--- src/rtl/alu_operand_stage_if.sv ---
// alu_operand_stage_if: decode-side and ALU-side handshake bundles of the ID/EX operand stage.
interface alu_operand_stage_if #(
    parameter int REG_ADDR_W = 5,
    parameter int DATA_W     = 32
);
    logic                  in_valid, in_ready;
    logic [3:0]            in_opt;
    logic [REG_ADDR_W-1:0] in_rs, in_rt, in_rd;
    logic [DATA_W-1:0]     in_rs_data, in_rt_data, in_imm;
    logic                  in_use_imm, in_wr_en, in_is_load;
    logic                  out_valid, out_ready;
    logic [3:0]            out_opt;
    logic [DATA_W-1:0]     out_a, out_b, out_rt_data;
    logic [REG_ADDR_W-1:0] out_rd;
    logic                  out_wr_en, out_is_load;

    modport master (
        output in_valid, in_opt, in_rs, in_rt, in_rd, in_rs_data, in_rt_data, in_imm,
               in_use_imm, in_wr_en, in_is_load, out_ready,
        input  in_ready, out_valid, out_opt, out_a, out_b, out_rt_data, out_rd, out_wr_en,
               out_is_load
    );

    modport slave (
        input  in_valid, in_opt, in_rs, in_rt, in_rd, in_rs_data, in_rt_data, in_imm,
               in_use_imm, in_wr_en, in_is_load, out_ready,
        output in_ready, out_valid, out_opt, out_a, out_b, out_rt_data, out_rd, out_wr_en,
               out_is_load
    );
endinterface

--- src/rtl/alu_operand_stage.sv ---
// alu_operand_stage: registered ID/EX stage with operand forwarding and load-use hazard detection.
// ALU_OPERAND_FORWARDING_EN enables EX/MEM/WB forwarding; undefined, any pending writer of a source stalls.
module alu_operand_stage #(
    parameter int REG_ADDR_W = 5,
    parameter int DATA_W     = 32
) (
    input  logic                  clk,
    input  logic                  reset,
    input  logic                  flush,
    alu_operand_stage_if.slave    bus,
    input  logic [DATA_W-1:0]     ex_result,
    input  logic                  mem_wr_en,
    input  logic [REG_ADDR_W-1:0] mem_rd,
    input  logic [DATA_W-1:0]     mem_data,
    input  logic                  wb_wr_en,
    input  logic [REG_ADDR_W-1:0] wb_rd,
    input  logic [DATA_W-1:0]     wb_data,
    output logic                  hazard_stall,
    output logic [31:0]           stall_cycles
);
    logic                  valid_q, wr_en_q, is_load_q;
    logic [3:0]            opt_q;
    logic [DATA_W-1:0]     a_q, b_q, rt_data_q;
    logic [REG_ADDR_W-1:0] rd_q;
    logic [31:0]           stall_q, stall_d;
    logic                  adv, hz, fire;
    logic [DATA_W-1:0]     rs_val, rt_val;

    // r0 is hardwired, so a write to index 0 never counts as a producer
    function automatic logic hit(input logic en, input logic [REG_ADDR_W-1:0] rd,
                                 input logic [REG_ADDR_W-1:0] s);
        return en && s != '0 && rd == s;
    endfunction

`ifdef ALU_OPERAND_FORWARDING_EN
    logic ex_fw, ex_ld;
    always_comb begin
        ex_fw  = valid_q && wr_en_q && !is_load_q;
        ex_ld  = valid_q && wr_en_q && is_load_q;
        rs_val = hit(ex_fw, rd_q, bus.in_rs) ? ex_result
               : hit(mem_wr_en, mem_rd, bus.in_rs) ? mem_data
               : hit(wb_wr_en, wb_rd, bus.in_rs) ? wb_data
               : bus.in_rs == '0 ? '0 : bus.in_rs_data;
        rt_val = hit(ex_fw, rd_q, bus.in_rt) ? ex_result
               : hit(mem_wr_en, mem_rd, bus.in_rt) ? mem_data
               : hit(wb_wr_en, wb_rd, bus.in_rt) ? wb_data
               : bus.in_rt == '0 ? '0 : bus.in_rt_data;
        hz     = hit(ex_ld, rd_q, bus.in_rs) || hit(ex_ld, rd_q, bus.in_rt);
    end
`else
    logic ex_wr, unused_fwd;
    assign unused_fwd = ^{ex_result, mem_data, wb_data};
    always_comb begin
        ex_wr  = valid_q && wr_en_q;
        rs_val = bus.in_rs == '0 ? '0 : bus.in_rs_data;
        rt_val = bus.in_rt == '0 ? '0 : bus.in_rt_data;
        hz     = hit(ex_wr, rd_q, bus.in_rs) || hit(ex_wr, rd_q, bus.in_rt)
              || hit(mem_wr_en, mem_rd, bus.in_rs) || hit(mem_wr_en, mem_rd, bus.in_rt)
              || hit(wb_wr_en, wb_rd, bus.in_rs) || hit(wb_wr_en, wb_rd, bus.in_rt);
    end
`endif

    always_comb begin
        adv          = !valid_q || bus.out_ready;
        bus.in_ready = adv && !hz && !flush;
        fire         = bus.in_valid && bus.in_ready;
        hazard_stall = bus.in_valid && hz;
        stall_d      = stall_q + 32'(hazard_stall && stall_q != '1);
    end

    always_ff @(posedge clk or posedge reset) begin
        if (reset) begin
            valid_q   <= 1'b0;
            opt_q     <= '0;
            a_q       <= '0;
            b_q       <= '0;
            rt_data_q <= '0;
            rd_q      <= '0;
            wr_en_q   <= 1'b0;
            is_load_q <= 1'b0;
            stall_q   <= '0;
        end else begin
            if (fire) begin
                valid_q   <= 1'b1;
                opt_q     <= bus.in_opt;
                a_q       <= rs_val;
                b_q       <= bus.in_use_imm ? bus.in_imm : rt_val;
                rt_data_q <= rt_val;
                rd_q      <= bus.in_rd;
                wr_en_q   <= bus.in_wr_en;
                is_load_q <= bus.in_is_load;
            end else if (adv || flush) begin
                valid_q   <= 1'b0;
            end
            stall_q <= stall_d;
        end
    end

    assign bus.out_valid   = valid_q;
    assign bus.out_opt     = opt_q;
    assign bus.out_a       = a_q;
    assign bus.out_b       = b_q;
    assign bus.out_rt_data = rt_data_q;
    assign bus.out_rd      = rd_q;
    assign bus.out_wr_en   = wr_en_q;
    assign bus.out_is_load = is_load_q;
    assign stall_cycles    = stall_q;
endmodule

--- src/flat_wrapper.sv ---
// flat-port wrapper written by rule: the top's interface ports become plain ports
module alu_operand_stage_flat 
#(
    parameter int REG_ADDR_W = 5,
    parameter int DATA_W     = 32
)
  (clk, reset, flush, ex_result, mem_wr_en, mem_rd, mem_data, wb_wr_en, wb_rd, wb_data, hazard_stall, stall_cycles, bus_in_valid, bus_in_opt, bus_in_rs, bus_in_rt, bus_in_rd, bus_in_rs_data, bus_in_rt_data, bus_in_imm, bus_in_use_imm, bus_in_wr_en, bus_in_is_load, bus_out_ready, bus_in_ready, bus_out_valid, bus_out_opt, bus_out_a, bus_out_b, bus_out_rt_data, bus_out_rd, bus_out_wr_en, bus_out_is_load);
  alu_operand_stage_if #(.REG_ADDR_W(REG_ADDR_W), .DATA_W(DATA_W)) bus_i ();
  input  logic clk;
  input  logic reset;
  input  logic flush;
  input  logic [DATA_W-1:0] ex_result;
  input  logic mem_wr_en;
  input  logic [REG_ADDR_W-1:0] mem_rd;
  input  logic [DATA_W-1:0] mem_data;
  input  logic wb_wr_en;
  input  logic [REG_ADDR_W-1:0] wb_rd;
  input  logic [DATA_W-1:0] wb_data;
  output logic hazard_stall;
  output logic [31:0] stall_cycles;
  input wire logic [$bits(bus_i.in_valid)-1:0] bus_in_valid;
  input wire logic [$bits(bus_i.in_opt)-1:0] bus_in_opt;
  input wire logic [$bits(bus_i.in_rs)-1:0] bus_in_rs;
  input wire logic [$bits(bus_i.in_rt)-1:0] bus_in_rt;
  input wire logic [$bits(bus_i.in_rd)-1:0] bus_in_rd;
  input wire logic [$bits(bus_i.in_rs_data)-1:0] bus_in_rs_data;
  input wire logic [$bits(bus_i.in_rt_data)-1:0] bus_in_rt_data;
  input wire logic [$bits(bus_i.in_imm)-1:0] bus_in_imm;
  input wire logic [$bits(bus_i.in_use_imm)-1:0] bus_in_use_imm;
  input wire logic [$bits(bus_i.in_wr_en)-1:0] bus_in_wr_en;
  input wire logic [$bits(bus_i.in_is_load)-1:0] bus_in_is_load;
  input wire logic [$bits(bus_i.out_ready)-1:0] bus_out_ready;
  output wire logic [$bits(bus_i.in_ready)-1:0] bus_in_ready;
  output wire logic [$bits(bus_i.out_valid)-1:0] bus_out_valid;
  output wire logic [$bits(bus_i.out_opt)-1:0] bus_out_opt;
  output wire logic [$bits(bus_i.out_a)-1:0] bus_out_a;
  output wire logic [$bits(bus_i.out_b)-1:0] bus_out_b;
  output wire logic [$bits(bus_i.out_rt_data)-1:0] bus_out_rt_data;
  output wire logic [$bits(bus_i.out_rd)-1:0] bus_out_rd;
  output wire logic [$bits(bus_i.out_wr_en)-1:0] bus_out_wr_en;
  output wire logic [$bits(bus_i.out_is_load)-1:0] bus_out_is_load;
  assign bus_i.in_valid = bus_in_valid;
  assign bus_i.in_opt = bus_in_opt;
  assign bus_i.in_rs = bus_in_rs;
  assign bus_i.in_rt = bus_in_rt;
  assign bus_i.in_rd = bus_in_rd;
  assign bus_i.in_rs_data = bus_in_rs_data;
  assign bus_i.in_rt_data = bus_in_rt_data;
  assign bus_i.in_imm = bus_in_imm;
  assign bus_i.in_use_imm = bus_in_use_imm;
  assign bus_i.in_wr_en = bus_in_wr_en;
  assign bus_i.in_is_load = bus_in_is_load;
  assign bus_i.out_ready = bus_out_ready;
  assign bus_in_ready = bus_i.in_ready;
  assign bus_out_valid = bus_i.out_valid;
  assign bus_out_opt = bus_i.out_opt;
  assign bus_out_a = bus_i.out_a;
  assign bus_out_b = bus_i.out_b;
  assign bus_out_rt_data = bus_i.out_rt_data;
  assign bus_out_rd = bus_i.out_rd;
  assign bus_out_wr_en = bus_i.out_wr_en;
  assign bus_out_is_load = bus_i.out_is_load;
  alu_operand_stage #(.REG_ADDR_W(REG_ADDR_W), .DATA_W(DATA_W)) u_core (.clk(clk), .reset(reset), .flush(flush), .bus(bus_i), .ex_result(ex_result), .mem_wr_en(mem_wr_en), .mem_rd(mem_rd), .mem_data(mem_data), .wb_wr_en(wb_wr_en), .wb_rd(wb_rd), .wb_data(wb_data), .hazard_stall(hazard_stall), .stall_cycles(stall_cycles));
endmodule
--- config.mk ---
export PLATFORM = sky130hd
export DESIGN_NAME = alu_operand_stage_flat
export DESIGN_NICKNAME = d
export VERILOG_FILES = /design/src/rtl/alu_operand_stage_if.sv /design/src/rtl/alu_operand_stage.sv /design/src/flat_wrapper.sv
export SDC_FILE = /design/constraint.sdc
export NUM_CORES = 1
export LEC_CHECK = 0
export ABC_AREA = 1
export BUFFER_PORTS_ARGS = -buffer_cell sky130_fd_sc_hd__buf_4
export CAP_MARGIN = 0
export CORE_AREA = 2 2 143 145
export CTS_CLUSTER_SIZE = 30
export DETAILED_ROUTE_END_ITERATION = 10
export DIE_AREA = 0 0 145 147
export PLACE_DENSITY_LB_ADDON = 0.3
export SETUP_SLACK_MARGIN = 0.1
export SYNTH_ARGS = -nofsm -noshare
export SYNTH_HDL_FRONTEND = slang
export SYNTH_SLANG_ARGS = --single-unit
--- constraint.sdc ---
create_clock -name clk -period 11.2 [get_ports clk]
set_clock_uncertainty 0.2 [all_clocks]
set_input_delay 1.68 -clock clk [delete_from_list [all_inputs] [get_ports clk]]
set_output_delay 1.68 -clock clk [all_outputs]
set_load 0.03 [all_outputs]
; Yosys cells after proc, flatten, opt, wreduce, memory -nomap -nowiden
; Cells that the tools add are included.
[totals]
reg_bits = 140
in_bits = 231
mem_bits_rw = 0
n_memories = 0
elab_cells = 55
rom_bits = 0
latchBits = 0
[classes]
reduce_logical = 33
n_lt_le_gt_ge = 0
multipliers = 0
n_div = 0
n_bitwise = 0
eq_ne = 7
shifts = 0
add_sub_neg = 1
mux = 5
[op_table]
columns = op, count
row1 = $mux 32, 3
row2 = $add 32x1->32, 1
row3 = $ne 32x32->1 const B, 1
row4 = $eq 5x5->1, 6
row5 = $logic_and 1x1->1, 18
row6 = $logic_not 5->1, 2
row7 = $reduce_bool 5->1, 2
row8 = $logic_or 1x1->1, 7
row9 = $logic_not 1->1, 3
row10 = $mux 1, 2
row11 = $reduce_bool 2->1, 1

; Logic depth before layout (Yosys ltp)
[logic_depth]
word_depth = 13
ltp_mapped = 19
mapped_depth_nobuf = 19

; Worst setup path after synthesis
; OpenSTA, ideal clock, no wires.
[synth_path]
path_kind = input to output
start = input port bus_in_rs[3]
end = output port bus_in_ready
t_arrival_ps = 2638
n_path_buf = 1
slack_ps = 6682
required_time_ps = 9320
cell_stages = 6
cell_sequence = nor3_1 > nand3_1 > nand2_2 > nand2_4 > nor2_8 > buf_2
[synth_via]
elab_chain_len = 11
word_cells_on_any_way = 18
classes_between = 3 x eq/ne / 15 x reduce/logical
[synth_lines]
columns = item, line
row1 = "start, declared", flat_wrapper.sv:23  ; input wire logic [$bits(bus_i.in_rs)-1:0] bus_in_rs;
row2 = $reduce_bool 5->1, alu_operand_stage.sv:32  ; return en && s != '0 && rd == s;
row3 = $logic_and 1x1->1 (2 in series), alu_operand_stage.sv:32
row4 = $logic_or 1x1->1, alu_operand_stage.sv:57  ; hz = hit(ex_wr, rd_q, bus.in_rs) || hit(ex_wr, rd_q, bus.in_rt)
row5 = $logic_or 1x1->1 (2 in series), alu_operand_stage.sv:58  ; || hit(mem_wr_en, mem_rd, bus.in_rs) || hit(mem_wr_en, mem_rd, bus.in_rt)
row6 = $logic_or 1x1->1 (*) (2 in series), alu_operand_stage.sv:59  ; || hit(wb_wr_en, wb_rd, bus.in_rs) || hit(wb_wr_en, wb_rd, bus.in_rt);
row7 = $logic_not 1->1 (*), alu_operand_stage.sv:65  ; bus.in_ready = adv && !hz && !flush;
row8 = $logic_and 1x1->1 (*) (2 in series), alu_operand_stage.sv:65
row9 = "end, declared", flat_wrapper.sv:33  ; output wire logic [$bits(bus_i.in_ready)-1:0] bus_in_ready;
; Mark *: on every way between the ends. The rest lies on a longest branch, timed or not.

; Final worst setup path
; Same ends and word-level chain as after synthesis.

==> impl_metrics.env <==
export IMPL_syn_num_nets=1217
export IMPL_port_buffers=276
export IMPL_hold_slack_ns=0.279
export IMPL_regArea_um2=3500
export IMPL_clk_latency_ns=0.42
export IMPL_drcViolationCount=0
export IMPL_crit_chain="buf_4, nor3_1, nand3_2, nand2_2, nand2_4, nor2_8, buf_4"
export IMPL_rsz0062_at_grt="no"
export IMPL_gp_congestion=0.871
export IMPL_clkSinkCount=140
export IMPL_io_pins=373
export IMPL_hold_viol_final=0
export IMPL_grt_first_pass_wirelength_mm=36.0
export IMPL_critPathMostFrequentCell="buf_4"
export IMPL_cap_violations=0
export IMPL_power_net_switching_uw=654
export IMPL_critPathBufInv=2
export IMPL_setup_violations=0
export IMPL_post_cts_repair_setup_buffers=0
export IMPL_first_pass_iters=5
export IMPL_finalSetupTns_ns=0
export IMPL_multi_input_area_um2=3080
export IMPL_ir_drop_mv=0.0926
export IMPL_intPower_uw=1120
export IMPL_synth_cells=984
export IMPL_area_growth_pct=39.1
export IMPL_initial_core_util=0.364
export IMPL_crit_path_end_kind="output pin"
export IMPL_nNetsFinal=1470
export IMPL_drt_iter0_markers=295
export IMPL_vias_per_cell=4.67
export IMPL_layoutNonFillerInstCount=1521
export IMPL_drive_gt1_frac=0.267
export IMPL_num_fill_cells=1985
export IMPL_slew_viol_final=0
export IMPL_core_area_um2=19800
export IMPL_hpwl_mm=15.3
export IMPL_die_y_um=147
export IMPL_cp_required_ns=9.32
export IMPL_slowest_delay_ns=0.71
export IMPL_slew_headroom=0.409
export IMPL_final_cell_mix="420 x nand2_1, 281 x buf_4, 140 x dfrtp_1, 125 x nand3_1, 102 x inv_1"
export IMPL_cts_root_buffer="clkbuf_16"
export IMPL_max_freq_ghz=0.165
export IMPL_period_share=0.542
export IMPL_status="complete, no violations"
export IMPL_grt_pass1_vias=6907
export IMPL_dp_cells=1488
export IMPL_pwr_share_clk=0.321
export IMPL_final_common_cell="nand2_1"
export IMPL_synth_distinct_cells=29
export IMPL_gr_usage_all_layers=0.209
export IMPL_crit_path_max_fanout=54
export IMPL_switching_share=0.368
export IMPL_power_uw=1770
export IMPL_cts_clk_slew_worst_paths_ns=0.07
export IMPL_synth_flop_cell="dfrtp_1"
export IMPL_cts_buffer_depth=2
export IMPL_p_seq_frac=0.367
export IMPL_die_x_um=145
export IMPL_crit_type="in2out"
export IMPL_worst_pin_slew_ns=0.885
export IMPL_cp_start_kind="primary input"
export IMPL_min_period_ns=6.07
export IMPL_ys_seq_elements=140
export IMPL_htree_levels=4
export IMPL_grt_overflow=0
export IMPL_avgRoutedWirePerCell_um=14.6
export IMPL_rows=52
export IMPL_synth_edff_count=0
export IMPL_grt_antenna_before_repair=1
export IMPL_cts_resized=0
export IMPL_ant_nets=0
export IMPL_vias=7102
export IMPL_crit_arrival_ns=4.19
export IMPL_crit_family="simple AND/OR/NAND/NOR gates"
export IMPL_avgSynthCellArea_um2=7.34
export IMPL_grt_max_degree=75
export IMPL_cts_tree="built"
export IMPL_wirelength_mm=22.2
export IMPL_syn_area_um2=7220
export IMPL_async_flop_share=1.00
export IMPL_yosysWarningCount=0
export IMPL_postCtsHoldBufs=0
export IMPL_p_leak_uw=0.00591
export IMPL_cts_made_buffers=17
export IMPL_pwr_share_comb=0.311
export IMPL_hold_class="reg2reg"
export IMPL_powerDensity_nw_per_um2=177
export IMPL_cp_slowest_cell="nand3_2"
export IMPL_dieArea_um2=21300
export IMPL_yosysSeqAreaShare=0.485
cell usage after synthesis, types with 2 or more instances:
library cell	n	area, um^2
nand2_2	4	25.0
nand4_1	8	50.1
nor4_1	2	12.5
buf_6	3	33.8
nor2_2	2	12.5
o21ai_0	35	175
nand2_1	420	1580
a21oi_1	2	10.0
nand3_1	126	631
clkbuf_1	23	86.3
nor2_1	41	154
xor2_1	20	175
inv_1	103	387
xnor2_1	10	87.6
buf_1	3	11.3
buf_4	3	22.5
ha_1	2	25.0
nor3_2	2	20.0
dfrtp_1	140	3500
buf_2	15	75.1
inv_2	6	22.5
nor3_1	7	35.0
flip-flops by register name, indices dropped and copies added, names as in the netlist:
register,cells
u_core.bus.out_valid,1
u_core.bus.out_b,32
u_core.bus.out_wr_en,1
u_core.bus.out_is_load,1
u_core.bus.out_rd,5
u_core.bus.out_opt,4
u_core.bus.out_rt_data,32
u_core.bus.out_a,32
u_core.stall_cycles,32
layout make-up:
cell class | count | share of cell area
Antenna cell | 1 | 0.000249
Clock buffer | 20 | 0.0465
Clock inverter | 12 | 0.0123
Inverter | 109 | 0.0412
Multi-Input combinational cell | 688 | 0.307
Sequential cell | 140 | 0.349
Tap cell | 270 | 0.0336
Timing Repair Buffer | 281 | 0.210
worst min-delay path, stage by stage (launching register included):
cell and delay, ns:
dfrtp_1 0.34, nand2_1 0.05, nand2_1 0.05
path summary, 6_finish.rpt:
kind / slack (ns) / startpoint / depth (start not counted) / endpoint
max: 5.13 / bus_in_rs[3] / 7 / bus_in_ready
min: 0.28 / u_core.bus.out_b[16] / 2 / u_core.bus.out_b[16]
max reg2reg: 7.92 / u_core.bus.out_rd[3] / 19 / u_core.stall_cycles[30]
min reg2reg: 0.28 / u_core.bus.out_b[16] / 2 / u_core.bus.out_b[16]
max in group asynchronous: 8.23 / reset / 3 / u_core.stall_cycles[28]
min in group asynchronous: 1.17 / reset / 2 / u_core.stall_cycles[17]
power by group through the flow:
stage	combinational [uW]	sequential (uW)	clock [uW]
CTS	559	652	583
global placement	553	657	0
finish	553	652	570
global route	596	663	604
detailed placement	559	657	0
floorplan	153	827	0
logic make-up (layout without fill, tap and decap cells):
family	count (synthesis)	after routing	synth area share
and+or+nand+nor	618	618	0.360
buffers and inverters	156	422	0.0884
DFF	140	140	0.485
AOI/OAI and AO/OA	38	38	0.0263
xor gates and xnor gates	30	30	0.0364
adders and majority gates	2	2	0.00347
other	0	1	0
per-layer routing:
| metal | track usage | up-vias | part of all wire |
|---|---|---|---|
| li1 | - | 3541 | - |
| met1 | 0.266 | 3322 | 0.44 |
| met2 | 0.344 | 217 | 0.47 |
| met3 | 0.0665 | 22 | 0.075 |
| met4 | 0.0574 | 0 | 0.015 |
| met5 | 0 | - | 0 |
stage by stage:
step                 util  cell area [um^2]  worst slack [ns]
global placement    0.476              9450              5.10
floorplan               -              7220              5.57
global route        0.506             10000              4.93
CTS                 0.506             10000              5.08
detailed placement  0.476              9450              5.09
finish              0.506             10000              5.13
Note: power is estimated with default switching activity, not from simulation.
